<file path="src/rtl/ins_dec_pipe.sv">
// ----------------------------------------------------------------------------
// ins_dec_pipe
//   Pipelined instruction decoder between fetch and execute. Picks one
//   instruction lane out of the IMEM fetch word, decodes it and holds the
//   decoded bundle in a one-deep output register. Valid/ready handshakes on
//   both sides. A per-register pending scoreboard stalls read-after-write
//   hazards, and a saturating counter records the cycles lost to them.
//
//   Opcode encoding (func_t):
//     ADD=0 SUB=1 AND=2 OR=3 XOR=4 NOT=5 ADDI=6 LOAD=7 STORE=8
//     SLL=9 SLR=10 SLLI=11 SLRI=12; all other codes are illegal.
//
//   Instruction layout, LSB first: opcode | imm | rs1 | rd.
//   rs2 is the top RA_WIDTH bits of the imm field.
//
// Ports
//   clk_i, arst_ni           clock, asynchronous active-low reset
//   flush_i                  drop held bundle and clear the scoreboard
//   in_valid_i / in_ready_o  fetch-side handshake
//   imem_rdata_i             fetch word (FETCH_WIDTH bits)
//   imem_addr_i              byte address of the instruction
//   out_valid_o / out_ready_i execute-side handshake
//   func_o, we_o, rd/rs1/rs2_addr_o, imm_o, illegal_o, pc_o  decoded bundle
//   wb_valid_i, wb_addr_i    writeback completion, clears a pending bit
//   stall_cnt_o              saturating count of hazard-stall cycles
// ----------------------------------------------------------------------------
module ins_dec_pipe #(
    parameter int INSTR_WIDTH = 16,
    parameter int FETCH_WIDTH = 32,
    parameter int OPC_WIDTH   = 4,
    parameter int NUM_REGS    = 8,
    parameter int RA_WIDTH    = $clog2(NUM_REGS),
    parameter int IMM_WIDTH   = 6,
    parameter int ADDR_WIDTH  = 32,
    parameter int CNT_WIDTH   = 16
) (
    input  logic                  clk_i,
    input  logic                  arst_ni,
    input  logic                  flush_i,
    input  logic                  in_valid_i,
    output logic                  in_ready_o,
    input  logic [FETCH_WIDTH-1:0] imem_rdata_i,
    input  logic [ADDR_WIDTH-1:0] imem_addr_i,
    output logic                  out_valid_o,
    input  logic                  out_ready_i,
    output logic [OPC_WIDTH-1:0]  func_o,
    output logic                  we_o,
    output logic [RA_WIDTH-1:0]   rd_addr_o,
    output logic [RA_WIDTH-1:0]   rs1_addr_o,
    output logic [RA_WIDTH-1:0]   rs2_addr_o,
    output logic [IMM_WIDTH-1:0]  imm_o,
    output logic                  illegal_o,
    output logic [ADDR_WIDTH-1:0] pc_o,
    input  logic                  wb_valid_i,
    input  logic [RA_WIDTH-1:0]   wb_addr_i,
    output logic [CNT_WIDTH-1:0]  stall_cnt_o
);

    localparam int NUM_LANES = FETCH_WIDTH / INSTR_WIDTH;
    localparam int LANE_LSB  = $clog2(INSTR_WIDTH / 8);
    localparam int LANE_BITS = (NUM_LANES > 1) ? $clog2(NUM_LANES) : 1;

    localparam logic [OPC_WIDTH-1:0] OPC_ADD   = OPC_WIDTH'(0);
    localparam logic [OPC_WIDTH-1:0] OPC_SUB   = OPC_WIDTH'(1);
    localparam logic [OPC_WIDTH-1:0] OPC_AND   = OPC_WIDTH'(2);
    localparam logic [OPC_WIDTH-1:0] OPC_OR    = OPC_WIDTH'(3);
    localparam logic [OPC_WIDTH-1:0] OPC_XOR   = OPC_WIDTH'(4);
    localparam logic [OPC_WIDTH-1:0] OPC_NOT   = OPC_WIDTH'(5);
    localparam logic [OPC_WIDTH-1:0] OPC_ADDI  = OPC_WIDTH'(6);
    localparam logic [OPC_WIDTH-1:0] OPC_LOAD  = OPC_WIDTH'(7);
    localparam logic [OPC_WIDTH-1:0] OPC_STORE = OPC_WIDTH'(8);
    localparam logic [OPC_WIDTH-1:0] OPC_SLL   = OPC_WIDTH'(9);
    localparam logic [OPC_WIDTH-1:0] OPC_SLR   = OPC_WIDTH'(10);
    localparam logic [OPC_WIDTH-1:0] OPC_SLLI  = OPC_WIDTH'(11);
    localparam logic [OPC_WIDTH-1:0] OPC_SLRI  = OPC_WIDTH'(12);

    // Parameter sanity: fields must exactly fill the instruction, and the
    // fetch word must hold a whole number of instructions.
    if (INSTR_WIDTH != OPC_WIDTH + IMM_WIDTH + 2 * RA_WIDTH) begin : g_bad_layout
        $fatal(1, "ins_dec_pipe: INSTR_WIDTH does not match field widths");
    end
    if (FETCH_WIDTH % INSTR_WIDTH != 0) begin : g_bad_fetch
        $fatal(1, "ins_dec_pipe: FETCH_WIDTH not a multiple of INSTR_WIDTH");
    end

    // ------------------------------------------------------------------
    // Lane select
    // ------------------------------------------------------------------
    logic [INSTR_WIDTH-1:0] lanes [NUM_LANES];
    logic [INSTR_WIDTH-1:0] instr;

    for (genvar gi = 0; gi < NUM_LANES; gi++) begin : g_lane
        assign lanes[gi] = imem_rdata_i[gi*INSTR_WIDTH +: INSTR_WIDTH];
    end

    if (NUM_LANES > 1) begin : g_lane_mux
        assign instr = lanes[imem_addr_i[LANE_LSB +: LANE_BITS]];
    end else begin : g_lane_single
        assign instr = lanes[0];
    end

    // ------------------------------------------------------------------
    // Field extraction and opcode classification
    // ------------------------------------------------------------------
    logic [OPC_WIDTH-1:0] dec_func;
    logic [IMM_WIDTH-1:0] dec_imm;
    logic [RA_WIDTH-1:0]  dec_rs1;
    logic [RA_WIDTH-1:0]  dec_rs2;
    logic [RA_WIDTH-1:0]  dec_rd;
    logic                 dec_legal;
    logic                 dec_uses_rs2;
    logic                 dec_we;

    assign dec_func = instr[OPC_WIDTH-1:0];
    assign dec_imm  = instr[OPC_WIDTH +: IMM_WIDTH];
    assign dec_rs1  = instr[OPC_WIDTH+IMM_WIDTH +: RA_WIDTH];
    assign dec_rd   = instr[OPC_WIDTH+IMM_WIDTH+RA_WIDTH +: RA_WIDTH];
    assign dec_rs2  = dec_imm[IMM_WIDTH-1 -: RA_WIDTH];

    always_comb begin
        dec_legal    = 1'b0;
        dec_uses_rs2 = 1'b0;
        case (dec_func)
            OPC_ADD, OPC_SUB, OPC_AND, OPC_OR, OPC_XOR,
            OPC_SLL, OPC_SLR, OPC_STORE: begin
                dec_legal    = 1'b1;
                dec_uses_rs2 = 1'b1;
            end
            OPC_ADDI, OPC_NOT, OPC_LOAD, OPC_SLLI, OPC_SLRI: begin
                dec_legal = 1'b1;
            end
            default: ;
        endcase
    end

    assign dec_we = dec_legal && (dec_func != OPC_STORE);

    // ------------------------------------------------------------------
    // Scoreboard hazard check; a writeback landing this cycle bypasses it
    // ------------------------------------------------------------------
    logic [NUM_REGS-1:0] pend_q, pend_d;
    logic                wb_hit_rs1, wb_hit_rs2;
    logic                hazard;
    logic                out_valid_q, out_valid_d;
    logic                accept;

    assign wb_hit_rs1 = wb_valid_i && (wb_addr_i == dec_rs1);
    assign wb_hit_rs2 = wb_valid_i && (wb_addr_i == dec_rs2);

    // Illegal opcodes never stall: they write nothing, so ordering is moot.
    assign hazard = in_valid_i && dec_legal &&
                    ((pend_q[dec_rs1] && !wb_hit_rs1) ||
                     (dec_uses_rs2 && pend_q[dec_rs2] && !wb_hit_rs2));

    assign in_ready_o = !hazard && (!out_valid_q || out_ready_i) && !flush_i;
    assign accept     = in_valid_i && in_ready_o;

    // Set on issue wins over a same-cycle writeback to the same register:
    // the new writer is younger than the one completing.
    for (genvar gi = 0; gi < NUM_REGS; gi++) begin : g_pend
        logic set_hit, clr_hit;
        assign set_hit = accept && dec_we && (dec_rd == RA_WIDTH'(gi));
        assign clr_hit = wb_valid_i && (wb_addr_i == RA_WIDTH'(gi));
        assign pend_d[gi] = flush_i ? 1'b0 :
                            set_hit ? 1'b1 :
                            clr_hit ? 1'b0 : pend_q[gi];
    end

    // ------------------------------------------------------------------
    // Output register next-state
    // ------------------------------------------------------------------
    logic [OPC_WIDTH-1:0]  func_q, func_d;
    logic                  we_q, we_d;
    logic                  illegal_q, illegal_d;
    logic [RA_WIDTH-1:0]   rd_q, rd_d, rs1_q, rs1_d, rs2_q, rs2_d;
    logic [IMM_WIDTH-1:0]  imm_q, imm_d;
    logic [ADDR_WIDTH-1:0] pc_q, pc_d;
    logic [CNT_WIDTH-1:0]  stall_cnt_q, stall_cnt_d;

    always_comb begin
        func_d      = func_q;
        we_d        = we_q;
        illegal_d   = illegal_q;
        rd_d        = rd_q;
        rs1_d       = rs1_q;
        rs2_d       = rs2_q;
        imm_d       = imm_q;
        pc_d        = pc_q;
        out_valid_d = out_valid_q;
        stall_cnt_d = stall_cnt_q;

        if (accept) begin
            func_d    = dec_func;
            we_d      = dec_we;
            illegal_d = !dec_legal;
            rd_d      = dec_rd;
            rs1_d     = dec_rs1;
            rs2_d     = dec_rs2;
            imm_d     = dec_imm;
            pc_d      = imem_addr_i;
        end

        if (flush_i) begin
            out_valid_d = 1'b0;
        end else if (accept) begin
            out_valid_d = 1'b1;
        end else if (out_ready_i) begin
            out_valid_d = 1'b0;
        end

        // Counts regardless of flush state of the pipe, but a flush cycle
        // is never a stall since nothing could be accepted anyway.
        if (hazard && !flush_i && !(&stall_cnt_q)) begin
            stall_cnt_d = stall_cnt_q + CNT_WIDTH'(1);
        end
    end

    always_ff @(posedge clk_i or negedge arst_ni) begin
        if (!arst_ni) begin
            out_valid_q <= 1'b0;
            func_q      <= '0;
            we_q        <= 1'b0;
            illegal_q   <= 1'b0;
            rd_q        <= '0;
            rs1_q       <= '0;
            rs2_q       <= '0;
            imm_q       <= '0;
            pc_q        <= '0;
            pend_q      <= '0;
            stall_cnt_q <= '0;
        end else begin
            out_valid_q <= out_valid_d;
            func_q      <= func_d;
            we_q        <= we_d;
            illegal_q   <= illegal_d;
            rd_q        <= rd_d;
            rs1_q       <= rs1_d;
            rs2_q       <= rs2_d;
            imm_q       <= imm_d;
            pc_q        <= pc_d;
            pend_q      <= pend_d;
            stall_cnt_q <= stall_cnt_d;
        end
    end

    assign out_valid_o = out_valid_q;
    assign func_o      = func_q;
    assign we_o        = we_q;
    assign illegal_o   = illegal_q;
    assign rd_addr_o   = rd_q;
    assign rs1_addr_o  = rs1_q;
    assign rs2_addr_o  = rs2_q;
    assign imm_o       = imm_q;
    assign pc_o        = pc_q;
    assign stall_cnt_o = stall_cnt_q;

endmodule

</file>
<file path="config.mk">
export PLATFORM = sky130hd
export DESIGN_NAME = ins_dec_pipe
export DESIGN_NICKNAME = d
export VERILOG_FILES = /design/src/rtl/ins_dec_pipe.sv
export SDC_FILE = /design/constraint.sdc
export NUM_CORES = 1
export LEC_CHECK = 0
export CAP_MARGIN = 20
export CORE_UTILIZATION = 45
export CTS_BUF_LIST = sky130_fd_sc_hd__clkbuf_2
export CTS_CLUSTER_DIAMETER = 100
export DETAILED_ROUTE_END_ITERATION = 7
export PLACE_DENSITY = 0.82
export REMOVE_ABC_BUFFERS = 1
export SETUP_SLACK_MARGIN = 0.02
export SKIP_CTS_REPAIR_TIMING = 1
export SYNTH_ARGS = -nofsm -noshare
export SYNTH_HDL_FRONTEND = slang
export SYNTH_SLANG_ARGS = --single-unit
</file>
<file path="constraint.sdc">
create_clock -name clk_i -period 5.8 [get_ports clk_i]
set_clock_uncertainty 0.15 [all_clocks]
set_input_delay 0.87 -clock clk_i [delete_from_list [all_inputs] [get_ports clk_i]]
set_output_delay 0.87 -clock clk_i [all_outputs]
set_load 0.02 [all_outputs]
</file>
; Word level (Yosys, flattened, before mapping)
; Cells that the tools add are included.
[word_totals]
regBits = 78
input_bits = 73
wordCells = 142
[op_classes]
addsub = 1
magnitude_cmp = 3
eq_ne = 29
mux = 36
bitwise = 1
reduce_logical = 54
[ops]
columns = op, count
row1 = $mux 16, 3
row2 = $mux 1, 31
row3 = $logic_and 1x1->1, 30
row4 = $reduce_bool 3->1, 9
row5 = $eq 3x3->1 const B, 8
row6 = $eq 4x4->1 const B, 5
row7 = $add 16x1->16 const B, 1
row8 = $eq 4x3->1 const B, 4
row9 = $reduce_and 16->1, 1
row10 = $reduce_or 13->1, 1
row11 = $eq 3x2->1 const B, 4
row12 = $eq 4x2->1 const B, 2
row13 = $lt 3x4->1 const B, 2
row14 = $reduce_or 8->1, 1
row15 = $logic_not 1->1, 7
row16 = $bmux 1 s3, 2
row17 = $eq 3x1->1 const B, 2
row18 = $eq 3x3->1, 2
row19 = $logic_not 3->1, 2
row20 = $eq 4x1->1 const B, 1
row21 = $logic_not 4->1, 1
row22 = $ne 4x4->1 const B, 1
row23 = $ge 2x2->1 const B, 1
row24 = $logic_or 1x1->1, 2
row25 = $not 1->2, 1

; Longest topological paths before layout
[logic_depth]
word_depth = 19
depth_mapped = 12

; Least setup slack after synthesis
; Ideal clock, no wire load.
[synth_timing]
path_kind = input to output
startpoint = input imem_addr_i[1]
endpoint = output in_ready_o
arrival_time_ps = 3292
t_required_ps = 4780
path_slack_ps = 1488
cell_stages = 9
path_cell_list = buf_2 > mux2_4 > mux4_2 > mux2i_1 > a2111oi_2 > o31ai_4 > clkbuf_1 > inv_1 > a211oi_1
[synth_via]
elab_chain_cells = 14
[synth_rtl]
columns = element, line
row1 = start: declaration, 43  ; input logic [ADDR_WIDTH-1:0] imem_addr_i,
row2 = $not 1->2 (not written as such) (*), 97  ; assign instr = lanes[imem_addr_i[LANE_LSB +: LANE_BITS]];
row3 = $mux 16 (not written as such) (*) (3 in a row), 97
row4 = "$eq 4x1->1, or another cell as far along", 123  ; case (dec_func)
row5 = $reduce_or 8->1, 123
row6 = $mux 1, 123
row7 = $logic_and 1x1->1 (2 in a row), 153  ; (dec_uses_rs2 && pend_q[dec_rs2] && !wb_hit_rs2));
row8 = $logic_or 1x1->1, 152  ; ((pend_q[dec_rs1] && !wb_hit_rs1) ||
row9 = $logic_and 1x1->1 (*), 151  ; assign hazard = in_valid_i && dec_legal &&
row10 = $logic_not 1->1 (*), 155  ; assign in_ready_o = !hazard && (!out_valid_q || out_ready_i) && !flush_i;
row11 = $logic_and 1x1->1 (*) (2 in a row), 155
row12 = end: declaration, 41  ; output logic in_ready_o,
; Mark *: on every way between the ends. The rest lies on a longest branch, timed or not. The select of a mux whose other input is x is not followed.

; Final worst setup path
; Same ends and word-level chain as after synthesis.

==> results.ini <==
[finish]
final_cell_mix = clkdlybuf4s50_1 (142), dfrtp_1 (75), mux2_2 (35)
layout-drive-gt1-share_pct = 15.2
post-route-util_pct = 68.0
mostFrequentLayoutCell = clkdlybuf4s50_1
nets = 537
syn_to_final_growth_pct = 43.7
n_antenna_cell = 0

[global_routing]
busiest_layer = met2
grt_use_total_pct = 22.1
grt_max_degree = 76
antenna_found_initial = 0
grt_use_met1_pct = 27.9
met2_usage_pct = 36.5
grt_overflow = 0
grt_pass1_wl_microns = 15000
grt_pass1_vias = 3274
grtUsageMet3_pct = 5.58

[placed_design]
gp_congestion = 0.852
port_buffers = 143
dpl.hpwl_microns = 6640

[timing]
hold_viol_final = 0
drv_slew = 0
worstMarginPinSlew_ns = 0.943
max-slew-margin-rel_pct = 37.1
period_share_pct = 87.2
post-route-min-period_ns = 5.06
fmax_mhz = 198
tns_ns = 0
rsz0062_at_grt = false
setup_violations = 0

[power]
vdd_drop_max_mv = 0.172
p_leak_nw = 2.27
p_per_area_nw_per_um2 = 295
finalPower_mw = 1.57

[status]
status = finished clean

[floorplanning]
initial_core_util_pct = 47.3
die_area_sq_um = 8620
core-area_sq_um = 7850
ios = 144
rows = 32
die_w_microns = 92.8
die_h_microns = 92.8

[logic_synthesis]
synth-compound-area-share_pct = 11.2
synth_edf_count = 0
yosysSeqAreaShare_pct = 50.5
synth_fa_ha_area_share_pct = 0.337
synth_cell_types = 42
synth_top_family_by_area = multiplexers
ys_warn_count = 0
avgSynthCellArea_sq_um = 11.5
synthCells = 323
synth_ff_type = dfrtp_1
synth-simple-area-share_pct = 10.6
synthMuxAreaShare_pct = 19.1
ys_ff_latch = 75
synth-async-reset-ratio_pct = 100
synth_xor_area_share_pct = 4.72
netlist_area_sq_um = 3710

[setup_path]
path_cells = clkdlybuf4s50_1, buf_4, mux2i_1, xnor2_1, o31ai_1, a21oi_1, o31ai_4, inv_1, a211oi_1, clkdlybuf4s50_1
reg2reg_depth = 9
r2r_setup_slack_ns = 2.65
critPathArrivalTime_ns = 4.04
required_ns = 4.78
crit_path_end_kind = output pin
startpoint_type = input port
worstSetupPathType = input port to output pin
crit_fanout = 13
cp_common_cell = clkdlybuf4s50_1
cp_slowest_cell = clkdlybuf4s50_1
regToRegEndpoint = pc_o[24]
rr_startpoint = pend_q[4]
slowest_delay_ns = 0.74

[clocking]
cts_root_buffer = clkbuf_2
numClockSinks = 75
cts_buffer_depth = 2
cts.clk_slew.worst_paths_ns = 0.21
cts_tree = built
clkLatencyLatePin_ns = 0.46
htree_levels = 3
cts-buffers-inserted = 9

[drt]
antenna_left = 0
drt_wl_total_microns = 9010
drtIter0Drc = 138
drt_first_pass_iters = 4
drc = 0
wl_per_cell_microns = 15.8
vias_per_cell = 5.34
via_count = 3041

[hold_path]
hold_path_class = input port to asynchronous set/reset pin

[flow_run]
drv_cap = 0

## logic make-up (layout without fill, tap and decap cells)
| group | Yosys count | in the layout |
|---|---|---|
| AOI/OAI and AO/OA | 63 | 63 |
| buffers and inverters | 26 | 170 |
| and+or+nand+nor | 79 | 79 |
| DFF | 75 | 75 |
| xor gates and xnor gates | 20 | 20 |
| muxes | 59 | 59 |
| adders and majority gates | 1 | 1 |
## area by class of cell
cell class              instances  area, sq um
flip-flops and latches         75         1880
repair buffers                148         1470
well taps                     102          128
multi-input cells             222         1710
clock buffers                   9         45.0
clock inverters                 6         81.3
inverters                       7         26.3
fillers                       622         2510
## worst max path at each step
| stage | cells after the start | startpoint | endpoint |
|---|---|---|---|
| finish | 10 | imem_addr_i[1] | in_ready_o |
| global route | 10 | imem_addr_i[1] | in_ready_o |
| CTS | 10 | imem_addr_i[1] | in_ready_o |
| detailed placement | 10 | imem_addr_i[1] | in_ready_o |
| global placement | 10 | imem_addr_i[1] | in_ready_o |
| floorplan | 7 | imem_addr_i[1] | pc_o[10] |
## registers in the layout (all words and copies together) (netlist names)
signal	flops
pc_o	32
imm_o	3
illegal_o	1
pend_q	8
func_o	4
we_o	1
stall_cnt_o	16
rs2_addr_o	3
rs1_addr_o	3
out_valid_o	1
rd_addr_o	3
## critical path: cells and delay by family
family                    cells  cell delay [ns]
AOI/OAI and AO/OA             4             0.92
muxes                         1             0.38
buffers and inverters         4             1.73
xor gates and xnor gates      1             0.14
## per-stage QoR
stage | worst slack (ns) | cell area [sq um] | instances | hold slack, ns
floorplan | 1.12 | 3610 | 304 | 0.359
global placement | 0.819 | 5210 | 554 | 0.326
detailed placement | 0.730 | 5210 | 554 | 0.329
CTS | 0.728 | 5340 | 569 | 0.357
global route | 0.525 | 5340 | 569 | 0.359
finish | 0.745 | 5340 | 569 | 0.338
## cells in the mapped netlist (3+ instances only)
library cell,instances,area (sq um)
nand4_1,6,37.5
o32ai_1,3,26.3
xnor2_1,4,35.0
mux2i_1,12,120
nor3_1,6,30.0
o211ai_1,4,30.0
nand3_1,8,40.0
nor3b_1,4,30.0
o311ai_0,4,35.0
nand2b_1,7,43.8
a21oi_1,15,75.1
buf_4,4,30.0
nor2_1,22,82.6
o22ai_1,3,18.8
o21ai_0,15,75.1
clkbuf_1,5,18.8
a31oi_1,10,62.6
inv_1,7,26.3
mux2_4,10,150
dfrtp_1,75,1880
buf_2,8,40.0
nand2_1,17,63.8
mux2_2,35,394
xor2_1,16,140
## power breakdown
| group | internal, mW | total, mW | leakage [nW] | switching [mW] |
|---|---|---|---|---|
| clock network | 0.138 | 0.313 | 0.0752 | 0.176 |
| logic | 0.311 | 0.585 | 1.28 | 0.274 |
| registers | 0.616 | 0.675 | 0.918 | 0.0595 |
| total | 1.06 | 1.57 | 2.27 | 0.509 |
## per-layer routing
layer | share of wire (%) | routed length (microns)
met1 | 43 | 3920
met2 | 48 | 4300
met3 | 7.4 | 666
met4 | 1.4 | 126
met5 | 0 | 0
Note: power is estimated with default switching activity, not from simulation.
